===== src/rtl/timer_dev.sv =====
// Memory-mapped interval timer: CTRL/PRESET/COUNT registers, down-counter FSM
// with one-shot or auto-reload modes and a maskable, registered interrupt.
module timer_dev (
  input  logic        i_clk,
  input  logic        i_rst_n,
  input  logic        i_sel,
  input  logic [1:0]  i_addr,
  input  logic        i_we,
  input  logic [3:0]  i_byteen,
  input  logic [31:0] i_wdata,
  output logic [31:0] o_rdata,
  output logic        o_irq
);

  // state  | meaning
  // IDLE   | waiting for EN
  // LOAD   | COUNT <- PRESET
  // CNT    | counting down toward terminal count
  // INT    | terminal count reached, decide reload or stop
  typedef enum logic [1:0] {S_IDLE, S_LOAD, S_CNT, S_INT} state_t;

  state_t      r_state;
  logic [3:0]  r_ctrl;
  logic [31:0] r_preset;
  logic [31:0] r_count;
  logic        r_irq_flag;
  logic        r_irq;

  logic        w_wr_ctrl;
  logic        w_wr_preset;
  logic        w_auto;
  logic        w_flag_set;
  logic [3:0]  w_ctrl_nxt;
  logic        w_flag_nxt;

  assign w_wr_ctrl   = i_sel & i_we & (i_addr == 2'd0);
  assign w_wr_preset = i_sel & i_we & (i_addr == 2'd1);
  assign w_auto      = (r_ctrl[2:1] == 2'b01);
  assign w_flag_set  = (r_state == S_CNT) & r_ctrl[0] & (r_count <= 32'd1);

  // Software CTRL write overrides the FSM's EN clear on the same edge.
  always_comb begin
    w_ctrl_nxt = r_ctrl;
    if ((r_state == S_INT) && !w_auto)
      w_ctrl_nxt[0] = 1'b0;
    if (w_wr_ctrl && i_byteen[0])
      w_ctrl_nxt = i_wdata[3:0];
  end

  // Register writes clear the flag even when terminal count hits the same edge.
  always_comb begin
    w_flag_nxt = r_irq_flag;
    if (w_wr_ctrl || w_wr_preset)
      w_flag_nxt = 1'b0;
    else if (w_flag_set)
      w_flag_nxt = 1'b1;
    else if ((r_state == S_INT) && w_auto)
      w_flag_nxt = 1'b0;
  end

  always_ff @(posedge i_clk or negedge i_rst_n) begin
    if (!i_rst_n) begin
      r_ctrl     <= 4'd0;
      r_irq_flag <= 1'b0;
      r_irq      <= 1'b0;
      r_preset   <= 32'd0;
    end else begin
      r_ctrl     <= w_ctrl_nxt;
      r_irq_flag <= w_flag_nxt;
      r_irq      <= w_flag_nxt & w_ctrl_nxt[3];
      for (int i = 0; i < 4; i++) begin
        if (w_wr_preset && i_byteen[i])
          r_preset[8*i +: 8] <= i_wdata[8*i +: 8];
      end
    end
  end

  always_ff @(posedge i_clk or negedge i_rst_n) begin
    if (!i_rst_n) begin
      r_state <= S_IDLE;
      r_count <= 32'd0;
    end else begin
      case (r_state)
        S_IDLE: if (r_ctrl[0]) r_state <= S_LOAD;
        S_LOAD: begin
          r_count <= r_preset;
          r_state <= S_CNT;
        end
        S_CNT: begin
          if (!r_ctrl[0]) begin
            r_state <= S_IDLE;
          end else if (r_count > 32'd1) begin
            r_count <= r_count - 32'd1;
          end else begin
            r_count <= 32'd0;
            r_state <= S_INT;
          end
        end
        S_INT:   r_state <= S_IDLE;
        default: r_state <= S_IDLE;
      endcase
    end
  end

  always_comb begin
    o_rdata = 32'd0;
    case (i_addr)
      2'd0:    o_rdata = {28'd0, r_ctrl};
      2'd1:    o_rdata = r_preset;
      2'd2:    o_rdata = r_count;
      default: o_rdata = 32'd0;
    endcase
  end

  assign o_irq = r_irq;

endmodule

===== config.mk =====
export PLATFORM = sky130hd
export DESIGN_NAME = timer_dev
export DESIGN_NICKNAME = d
export VERILOG_FILES = /design/src/rtl/timer_dev.sv
export SDC_FILE = /design/constraint.sdc
export NUM_CORES = 1
export LEC_CHECK = 0
export BUFFER_PORTS_ARGS = -buffer_cell sky130_fd_sc_hd__buf_2
export CORE_UTILIZATION = 25
export DETAILED_ROUTE_END_ITERATION = 8
export PLACE_DENSITY = 0.39
export SLEW_MARGIN = 10
export SYNTH_ARGS = -nofsm -noshare
export SYNTH_HDL_FRONTEND = slang
export SYNTH_SLANG_ARGS = --single-unit

===== constraint.sdc =====
create_clock -name i_clk -period 3.2 [get_ports i_clk]
set_input_delay 0.64 -clock i_clk [delete_from_list [all_inputs] [get_ports i_clk]]
set_output_delay 0.64 -clock i_clk [all_outputs]
set_load 0.1 [all_outputs]

## Word level (Yosys, flattened, before mapping)

Index checks and enable logic that the tools add are counted.

- Flip-flop bits (word level): 72
- Input port bits: 42
- Word-level logic and storage cells: 57

- Bitwise operators: 6
- Mux-type cells: 13
- Reductions and logical operators: 15
- Equality and inequality tests: 9
- $add $sub $neg: 1
- Magnitude comparators: 2

Operators by type and width:

| operator | number |
|---|---|
| one-hot mux 32 bit (3 select lines) | 1 |
| two-way mux 32 bit | 2 |
| one-hot mux 32 bit (2 select lines) | 1 |
| > comparator 32 x 1 -> 1 bit, second input constant | 1 |
| less-or-equal comparator 32 x 1 -> 1 bit, second input constant | 1 |
| subtractor 32 x 1 -> 32 bit, second input constant | 1 |
| one-hot mux 2 bit (4 select lines) | 1 |
| logical AND 1 bit | 7 |
| bitwise AND 1 bit | 6 |
| == test 2 x 1 -> 1 bit, second input constant | 3 |
| == test 2 bit, second input constant | 3 |
| two-way mux 2 bit | 3 |
| zero test 2 bit | 2 |
| two-way mux 1 bit | 4 |
| two-way mux 4 bit | 1 |
| != test 2 bit, second input constant | 2 |
| AND reduction 2 bit | 2 |
| nonzero test 2 bit | 2 |
| != test 3 bit, second input constant | 1 |
| zero test 1 bit | 1 |
| logical OR 1 bit | 1 |

## Depth between registers and ports, before layout

Gate-level depths: netlist of run 1.

- Word-level depth: 6
- Depth in mapped cells: 9
- Mapped depth without buffers: 8

## Worst setup path after synthesis of run 1

OpenSTA, ideal clock, no wires.

- Path kind: in2out
- Start point: in i_addr[1]
- End point: out o_rdata[2]
- Arrival time: 3.147 ns
- Setup slack: -0.587 ns
- Cell stages on the path: 3
- Path buffers: 1
- Cell sequence: clkbuf_1 -> mux2i_1 -> o21ai_0

- Longest elaborated chain between the ends: 2
- Elaborated cells between the ends (all ways): 4

RTL lines:

| element | line | RTL |
|---|---|---|
| start, declared | 7 | `input logic [1:0] i_addr,` |
| == test 2 bit (tied with other cells) | 107 | `case (i_addr)` |
| one-hot mux 32 bit (3 select lines) * | 107 |  |
| end, declared | 11 | `output logic [31:0] o_rdata,` |

Every way passes the cells marked *; elsewhere a longest branch is shown, timed or not.

## Worst setup path in the final report of run 1

- Start point: reg r_count[14]
- End point: reg r_count[13]

- Longest elaborated chain between the ends: 4

RTL lines:

| element | line | RTL |
|---|---|---|
| start, declared | 25 | `logic [31:0] r_count;` |
| start signal, assigned | 86 | `r_count <= r_preset;` |
| start signal, assigned | 93 | `r_count <= r_count - 32'd1;` |
| > comparator 32 x 1 -> 1 bit | 92 | `end else if (r_count > 32'd1) begin` |
| two-way mux 32 bit | 92 |  |
| two-way mux 32 bit | 90 | `if (!r_ctrl[0]) begin` |
| one-hot mux 32 bit (2 select lines) | 83 | `case (r_state)` |

No other way between the ends. The select of a mux whose other input is x is not followed.
A chain may end at the register's enable or synchronous reset.

==> impl_metrics.csv, run 1 <==
group,metric,value,unit
outcome,outcome,"complete, no violations",
yosys,ys_seq_area_share,45.43,%
grt,grt_use_met1,22.09,%
placed_design,io_buffers,74,
worst_setup_path,reg2reg_setup_slack,0.28,ns
die,die_y,128.0,um
yosys,syn_inst,392,
die,die_x,128.0,um
timing,final-hold-violation-count,0,
placed_design,gp_congestion,0.7687,
clocking,cts_tree,"built",
layout,synthToLayoutAreaGrowth,30.60,%
grt,met3_usage,4.674,%
drt,dr.pass1.iters,4,
grt,grt_pass1_vias,3627,
timing,setup_tns,0,ns
grt,top_usage_layer,"met2",
drt,viasPerCell,5.162,
placed_design,place_hpwl,8.760,mm
pwr,switching_share,45.63,%
drt,via_count,3541,
clocking,cts_buffer_depth,2,
run,max_cap_violations,0,
timing,tightest_slew,0.9796,ns
layout,multi_input_area,2019,um2
worst_setup_path,cp-end-kind,"register",
worst_setup_path,crit_fanout,12,
timing,min_period,2.923,ns
die,core_area,15310,um2
yosys,syn-num-nets,436,
yosys,syn_avg_cell_area,10.12,um2
die,dieArea,16370,um2
layout,antenna_cells,0,
clocking,cts_root_buffer,"clkbuf_16",
grt,grt_use_total,16.51,%
grt,antenna_found_initial,0,
pwr,p_leak,2.197,nW
drt,drtIter0Drc,204,
die,initial_utilization,25.90,%
grt,grt_use_met2,25.42,%
grt,grt_max_degree,73,
grt,grt_overflow,0,
pwr,p_comb_share,47.5,%
clocking,cts-htree-levels,3,
timing,relSlewSlack,34.69,%
yosys,synth-xor-area-share,0,%
timing,worst_slack,0.2765,ns
worst_setup_path,worstPathRequired,3.43,ns
drt,ant_nets,0,
pwr,p_switching,2.201,mW
yosys,synth_top_family_by_area,"compound AO/OA/AOI/OAI gates",
yosys,synth_area,3966,um2
clocking,postCtsHoldBufs,0,
yosys,ys_async_sr_fraction,100.0,%
worst_setup_path,rr_startpoint,"r_count[14]$_DFFE_PN0P_",
pwr,peakVddDrop,0.3817,mV
pwr,pwr-share-clk,19.6,%
drt,drc,0,
worst_hold_path,hp-class,"in -> async",
yosys,yosysWarnings,0,
layout,seqCellArea,1802,um2
timing,fmax,342.1,MHz
timing,finalCritPeriodShare,91.36,%
pwr,powerDensity,931.3,nW/um2
pwr,seqPwrFrac,32.8,%
worst_setup_path,crit_arrival,3.15,ns
clocking,numCtsBuffers,9,
drt,wirelength,12.51,mm
clocking,clock-sinks,72,
timing,final_max_slew_viol_count,0,
yosys,synth_edf_count,0,
yosys,synth-compound-area-share,21.48,%
yosys,synth-simple-area-share,17.54,%
die,rows,45,
yosys,synthFlopType,"dfrtp_1",
drt,wl_per_cell,18.23,um
yosys,synth-seq-cells,72,
clocking,cts_resized,0,
worst_setup_path,critPathKind,"reg -> reg",
yosys,ys_types,44,
timing,rsz0062_at_grt,"false",
placed_design,placed_area,4912,um2
grt,grt_pass1_wl,20.36,mm
worst_setup_path,startpoint_type,"register",
timing,fin_worst_skew,0.005879,ns
clocking,postCtsSetupBuffers,0,
layout,fin_nets,515,
yosys,synth_mux_area_share,10.95,%
worst_setup_path,r2r-end,"r_count[13]$_DFFE_PN0P_",
layout,drive_gt1_share,32.21,%
pwr,p_int,2.623,mW
timing,setup_viol,0,
die,io_pins,75,
yosys,synthAdderAreaFrac,0.6309,%
placed_design,preCtsSetupSlack,0.3250,ns
clocking,clk_latency,0.35,ns
layout,fillers,1615,
worst_setup_path,worstRegToRegCells,7,
clocking,path_clk_slew,0.05,ns
layout,stdcell_area,5180,um2
==> how the worst max path moves through the flow <==
stage | end | from | cells past startpoint | slack, ns
finish | r_count[13]$_DFFE_PN0P_ | r_count[14]$_DFFE_PN0P_ | 7 | 0.28
global placement | r_count[13]$_DFFE_PN0P_ | r_count[14]$_DFFE_PN0P_ | 7 | 0.34
CTS | r_count[13]$_DFFE_PN0P_ | r_count[14]$_DFFE_PN0P_ | 7 | 0.29
global route | r_count[18]$_DFFE_PN0P_ | r_count[1]$_DFFE_PN0P_ | 7 | 0.18
floorplan | o_rdata[10] | i_addr[1] | 5 | 0.09
detailed placement | r_count[13]$_DFFE_PN0P_ | r_count[14]$_DFFE_PN0P_ | 7 | 0.33
==> power by group through the flow <==
stage	Combinational [mW]	Sequential, mW	Clock, mW
final	2.29	1.58	0.948
after global routing	2.49	1.64	1.02
after CTS	2.31	1.58	0.985
after detailed placement	2.30	1.59	0
after global placement	2.29	1.58	0
after floorplan	1.66	1.46	0
==> sequential cells by signal, summed over array words and instances, names as in the netlist <==
name / count
o_irq: 1
r_count: 32
r_ctrl: 4
r_irq_flag: 1
r_preset: 32
r_state: 2
==> logic make-up (layout without fill, tap and decap cells) <==
kind of cell    after synthesis  in the layout
buf+inv                      36            119
flops                        72             72
mux                          39             39
compound gates              114            114
fa+ha+maj                     2              2
simple gates                129            129
==> per-stage QoR <==
stage	total power, mW	hold WS (ns)	utilization, %	instances
final	4.824	0.4401	33.82	686
after global routing	5.157	0.5096	33.82	686
after CTS	4.873	0.4997	33.82	686
after detailed placement	3.892	0.5147	32.08	671
after global placement	3.876	0.5178	32.08	671
after floorplan	3.115	0.3444	-	392
==> cells in the final DEF (no fill, tap or decap), drive strengths merged, types with 5 or more instances in the layout <==
cell,Yosys,final
or4,12,12
o21ai,23,23
clkbuf,23,15
o211ai,7,7
a22o,31,31
nor2b,5,5
o311ai,7,7
inv,7,7
nor2,16,16
nand2,31,31
nor3,12,12
nand3,16,16
a21oi,11,11
nand2b,7,7
a22oi,10,10
mux2,35,35
dfrtp,72,72
a221o,7,7
nor4,13,13
buf,6,97
==> layout make-up <==
cell class,instances,share of cell area (%)
Clock buffer,15,5.169
Timing Repair Buffer,97,15.46
Tap cell,211,5.097
Sequential cell,72,34.78
Multi-Input combinational cell,284,38.99
Inverter,7,0.5072
==> cell usage after synthesis (all sizes together), types with 5 or more instances <==
library cell | n | area, um2
clkbuf | 23 | 86.33
o211ai | 7 | 52.55
nor4 | 13 | 81.33
o21ai | 23 | 118.9
nor3 | 12 | 60.06
nor2b | 5 | 31.28
a22oi | 10 | 75.07
buf | 6 | 45.04
inv | 7 | 26.28
dfrtp | 72 | 1802
or4 | 12 | 97.59
nand3 | 16 | 85.08
a221o | 7 | 70.07
nor2 | 16 | 60.06
mux2 | 35 | 394.1
a21oi | 11 | 55.05
a22o | 31 | 271.5
o311ai | 7 | 61.31
nand2 | 31 | 118.9
nand2b | 7 | 43.79
==> metal layers <==
layer	vias to the layer above	wire, um
met3	15	742
met5	-	0
met1	1765	5839
li1	1668	-
met4	0	238
met2	93	5689
==> worst max-delay path, cell delays in order, from the launching register on <==
cell and delay (ns):
dfrtp_1 0.44, or4_4 0.54, or4_1 0.47, or4_4 0.55
nand2_2 0.22, buf_4 0.20, nor4_1 0.06, a311o_1 0.32
(Power assumes the default switching activity.)
==> run 2: changes to the inputs <==
--- a/config.mk
+++ b/config.mk
@@ -6,9 +6,9 @@
 export NUM_CORES = 1
 export LEC_CHECK = 0
 export BUFFER_PORTS_ARGS = -buffer_cell sky130_fd_sc_hd__buf_2
-export CORE_UTILIZATION = 25
+export CORE_UTILIZATION = 40
 export DETAILED_ROUTE_END_ITERATION = 8
-export PLACE_DENSITY = 0.39
+export PLACE_DENSITY = 0.58
 export SLEW_MARGIN = 10
 export SYNTH_ARGS = -nofsm -noshare
 export SYNTH_HDL_FRONTEND = slang
==> run 2 against run 1 <==
Final cell count down 13%. Routed wire length is 14% lower. Clock power shrank 24%. Flip-flop and latch count did not move. Non-clock buffer count decreased by 6. Highest routed layer unchanged. Die area fell by 37%. Critical endpoint is now r_count[9]$_DFFE_PN0P_. Largest power group unchanged. Sequential share of layout area up 3.6 points.
==> impl_metrics.csv, run 2 (synthesis results as in run 1) <==
group,metric,value,unit
outcome,outcome,"complete, no violations",
drt,ant_nets,0,
worst_setup_path,reg2reg_setup_slack,0.22,ns
layout,mostFrequentLayoutCell,"buf_2",
worst_setup_path,slowest_delay,0.60,ns
worst_setup_path,crit_fanout,21,
timing,setup_viol,0,
layout,seqCellArea,1802,um2
worst_setup_path,crit_arrival,3.22,ns
grt,grt_use_total,22.37,%
timing,finalCritPeriodShare,93.16,%
grt,grt_overflow,0,
worst_setup_path,r2r-end,"r_count[9]$_DFFE_PN0P_",
worst_setup_path,startpoint_type,"register",
layout,fillers,912,
timing,final_max_slew_viol_count,0,
worst_setup_path,worstPathRequired,3.44,ns
drt,wirelength,10.73,mm
die,rows,35,
timing,rsz0062_at_grt,"false",
die,die_x,101.6,um
run,max_cap_violations,0,
die,core_area,9415,um2
die,dieArea,10320,um2
pwr,p_total,4.329,mW
timing,worst_slack,0.2188,ns
clocking,clock-sinks,72,
placed_design,gp_congestion,0.8276,
drt,wl_per_cell,17.94,um
drt,drtIter0Drc,93,
placed_design,placed_area,4503,um2
timing,tightest_slew,0.7141,ns
grt,grt_pass1_wl,17.62,mm
clocking,clk_latency,0.36,ns
grt,antenna_found_initial,0,
drt,via_count,3466,
worst_setup_path,rr_startpoint,"r_count[13]$_DFFE_PN0P_",
clocking,numCtsBuffers,9,
clocking,cts_resized,0,
timing,relSlewSlack,51.96,%
drt,viasPerCell,5.796,
layout,drive_gt1_share,31.56,%
worst_setup_path,worstRegToRegCells,6,
layout,antenna_cells,0,
drt,dr.pass1.iters,4,
die,initial_utilization,42.13,%
clocking,path_clk_slew,0.07,ns
layout,reg.largest.list,"r_count x32, r_preset x32, r_ctrl x4",
layout,stdcell_area,4691,um2
clocking,cts_tree,"built",
layout,fin_nets,509,
clocking,postCtsSetupBuffers,0,
worst_setup_path,worstPathCellList,"or4_4 > or4_1 > or4_4 > nand2_2 > o21ai_0 > a221o_1",
clocking,cts_buffer_depth,2,
pwr,p_leak,2.070,nW
layout,most-common-layout-cells,"buf_2 (74), dfrtp_1 (72), mux2_2 (35)",
timing,fmax,335.4,MHz
timing,fin_worst_skew,0.01069,ns
die,io_pins,75,
layout,synthToLayoutAreaGrowth,18.27,%
grt,grt_max_degree,33,
timing,min_period,2.981,ns
drt,drc,0,
clocking,postCtsHoldBufs,0,
placed_design,place_hpwl,7.543,mm
timing,final-hold-violation-count,0,
worst_setup_path,cp-end-kind,"register",
worst_setup_path,path_delay_family,"simple AND/OR/NAND/NOR gates",
pwr,peakVddDrop,0.3533,mV
die,die_y,101.6,um
grt,grt_pass1_vias,3426,
pwr,powerDensity,922.9,nW/um2
worst_hold_path,hp-class,"in -> async",
layout,multi_input_area,2016,um2
worst_setup_path,path_buf_inv,0,
worst_setup_path,cpMostUsedCell,"or4_4",
clocking,cts_root_buffer,"clkbuf_8",
worst_setup_path,cpMaxStageDelayCell,"or4_4",
worst_setup_path,critPathKind,"reg -> reg",
clocking,cts-htree-levels,3,
timing,setup_tns,0,ns
placed_design,io_buffers,74,
placed_design,preCtsSetupSlack,0.2262,ns
-- run 2: cell types whose count changed in the layout (fill, tap and decap cells not counted), sizes merged --
cell	previous run	this run
buf	97	91
clkinv	0	1
clkinvlp	0	1
bufinv	0	1
clkbuf	15	12
-- run 2: how the worst max path moves through the flow --
stage | from | endpoint | slack (ns) | cells past startpoint
final | r_count[13]$_DFFE_PN0P_ | r_count[9]$_DFFE_PN0P_ | 0.22 | 6
after CTS | r_count[13]$_DFFE_PN0P_ | r_count[9]$_DFFE_PN0P_ | 0.21 | 6
after detailed placement | r_count[13]$_DFFE_PN0P_ | r_count[9]$_DFFE_PN0P_ | 0.23 | 6
after global placement | r_count[13]$_DFFE_PN0P_ | r_count[7]$_DFFE_PN0P_ | 0.27 | 6
after floorplan | i_addr[1] | o_rdata[10] | 0.09 | 5
after global routing | r_count[13]$_DFFE_PN0P_ | r_count[9]$_DFFE_PN0P_ | 0.09 | 6
-- run 2: cell type report --
type	count	share of cell area [%]
inverters	7	0.5601
repair buffers	91	10.62
clock buffers	12	3.094
flip-flops and latches	72	38.41
clock inverters	3	0.9069
well taps	129	3.441
multi-input cells	284	42.97
-- run 2: per-layer routing --
layer | track usage, % | share of wire, % | wire, um | up-vias
met5 | 0 | 0 | 0 | -
met4 | 8.696 | 2.0 | 219 | 0
met3 | 3.037 | 5.2 | 560 | 14
met2 | 35.71 | 48 | 5113 | 103
met1 | 30.80 | 45 | 4833 | 1686
li1 | - | - | - | 1663
-- run 2: power by group --
group	total [mW]	switching, mW	internal, mW
combinational	2.02	1.36	0.667
sequential	1.59	0.372	1.21
clock	0.719	0.343	0.377
total	4.33	2.07	2.26
-- run 2: worst reg2reg max path, delay by kind of cell (launching register included) --
kind / cells / cell delay [ns]
AO/OA/AOI/OAI: 2 / 0.47
flip-flops: 1 / 0.46
AND/OR/NAND/NOR: 4 / 1.93
-- run 2: per-stage QoR --
step	std cells	hold WS [ns]	utilization, %
global route	598	0.2283	49.82
CTS	598	0.2211	49.82
global placement	583	0.4883	47.83
floorplan	392	0.3444	-
finish	598	0.2012	49.82
detailed placement	583	0.5092	47.83
==> run 3: changes to the inputs <==
--- a/config.mk
+++ b/config.mk
@@ -6,9 +6,11 @@
 export NUM_CORES = 1
 export LEC_CHECK = 0
 export BUFFER_PORTS_ARGS = -buffer_cell sky130_fd_sc_hd__buf_2
+export CORE_MARGIN = 5
 export CORE_UTILIZATION = 40
+export CTS_BUF_LIST = sky130_fd_sc_hd__clkbuf_4 sky130_fd_sc_hd__clkbuf_8 sky130_fd_sc_hd__clkbuf_16
 export DETAILED_ROUTE_END_ITERATION = 8
-export PLACE_DENSITY = 0.58
+export PLACE_DENSITY = 0.71
 export SLEW_MARGIN = 10
 export SYNTH_ARGS = -nofsm -noshare
 export SYNTH_HDL_FRONTEND = slang
==> run 3 against run 2 <==
Combinational power about the same. Via count increased by 2.9%. Routed wire length increased by 3.1%. Critical path type unchanged. First-iteration DRC count increased to 2.6 times the previous value. Non-clock buffer count decreased by 4. Largest power group unchanged. Sequential share of layout area decreased by 0.15 points. Power increased by 2.1%. Final cell count unchanged. Hold slack improved by 0.18 ns. Clock-buffer cell count decreased by 2. Design area increased by 0.40%. Register-to-register slack got worse by 0.03 ns.
==> impl_metrics.csv, run 3 (synthesis results as in run 1) <==
group,metric,value,unit
outcome,outcome,"complete, no violations",
layout,reg.largest.list,"r_count x32, r_preset x32, r_ctrl x4",
drt,wl_per_cell,18.49,um
timing,tightest_slew,0.9800,ns
timing,setup_viol,0,
clocking,cts_root_buffer,"clkbuf_8",
layout,stdcell_area,4710,um2
die,die_y,109.6,um
pwr,p_total,4.421,mW
die,initial_utilization,40.77,%
run,max_cap_violations,0,
drt,dr.pass1.iters,5,
clocking,cts_tree,"built",
timing,worst_slack,0.1864,ns
pwr,p_leak,2.070,nW
grt,antenna_found_initial,0,
clocking,postCtsHoldBufs,0,
timing,rsz0062_at_grt,"false",
layout,fin_nets,505,
placed_design,place_hpwl,7.764,mm
timing,fmax,331.8,MHz
clocking,cts_resized,0,
placed_design,io_buffers,74,
drt,drc,0,
worst_hold_path,hp-class,"in -> async",
pwr,peakVddDrop,0.3567,mV
worst_setup_path,worstPathRequired,3.44,ns
clocking,clock-sinks,72,
worst_setup_path,critPathKind,"reg -> reg",
die,dieArea,12010,um2
layout,fin_util,48.41,%
grt,grt_pass1_vias,3611,
clocking,numCtsBuffers,9,
timing,setup_tns,0,ns
placed_design,placed_area,4491,um2
die,io_pins,75,
grt,grt_use_total,19.50,%
worst_setup_path,startpoint_type,"register",
grt,grt_overflow,0,
timing,finalCritPeriodShare,94.18,%
clocking,cts-htree-levels,3,
timing,fin_worst_skew,0.01195,ns
grt,grt_pass1_wl,18.26,mm
drt,via_count,3567,
worst_setup_path,crit_fanout,21,
layout,antenna_cells,0,
layout,synthToLayoutAreaGrowth,18.74,%
grt,grt_max_degree,39,
layout,mostFrequentLayoutCell,"buf_2",
placed_design,gp_congestion,0.8769,
die,die_x,109.6,um
timing,final_max_slew_viol_count,0,
die,core_area,9729,um2
drt,viasPerCell,5.965,
die,rows,36,
timing,relSlewSlack,33.75,%
drt,wirelength,11.06,mm
drt,drtIter0Drc,245,
timing,min_period,3.014,ns
clocking,cts_buffer_depth,2,
drt,ant_nets,0,
clocking,postCtsSetupBuffers,0,
clocking,path_clk_slew,0.08,ns
timing,final-hold-violation-count,0,
layout,most-common-layout-cells,"buf_2 (74), dfrtp_1 (72), mux2_2 (35)",
pwr,powerDensity,938.7,nW/um2
worst_setup_path,crit_arrival,3.26,ns
timing,whs,0.3808,ns
clocking,clk_latency,0.36,ns
worst_setup_path,cp-end-kind,"register",
layout,drive_gt1_share,31.40,%
layout,final_cells,598,
placed_design,preCtsSetupSlack,0.2169,ns
placed_design,placed_cells,583,
-- run 3: cell type report --
| type | instances | area, um2 |
|---|---|---|
| fillers | 958 | 5020 |
| multi-input cells | 284 | 2016 |
| flip-flops and latches | 72 | 1802 |
| repair buffers | 87 | 480.5 |
| well taps | 133 | 166.4 |
| clock buffers | 10 | 137.6 |
| clock inverters | 5 | 81.33 |
| inverters | 7 | 26.28 |
-- run 3: where the power goes --
part	total [mW]	internal, mW	switching (mW)
Combinational	2.01	0.655	1.36
Sequential	1.60	1.21	0.390
Clock	0.809	0.456	0.353
-- run 3: worst max-delay path, cell delays in order, from the launching register on --
cell,delay [ns]
dfrtp_1,0.47
or4_4,0.59
or4_1,0.45
or4_4,0.55
nand2_2,0.36
o21ai_0,0.16
a221o_1,0.32
-- run 3: routing by layer --
metal / global-route usage, % / share of wire (%) / routed length (um) / up-vias
li1: - / - / - / 1650
met1: 26.19 / 44 / 4837 / 1771
met2: 31.39 / 48 / 5348 / 129
met3: 3.171 / 5.8 / 646 / 17
met4: 7.925 / 2.0 / 225 / 0
met5: 0 / 0 / 0 / -
-- run 3: path summary, 6_finish.rpt --
path,endpoint,slack (ns),startpoint,depth (start not counted)
worst max-delay path,r_count[11]$_DFFE_PN0P_,0.19,r_count[13]$_DFFE_PN0P_,6
worst min-delay path,r_count[11]$_DFFE_PN0P_,0.38,i_rst_n,1
worst max register to register,r_count[11]$_DFFE_PN0P_,0.19,r_count[13]$_DFFE_PN0P_,6
worst min register to register,o_irq$_DFF_PN0_,0.52,r_ctrl[3]$_DFF_PN0_,1
max in group asynchronous,r_preset[26]$_DFFE_PN0P_,2.14,i_rst_n,2
min in group i_clk,r_preset[16]$_DFFE_PN0P_,0.50,i_wdata[16],2
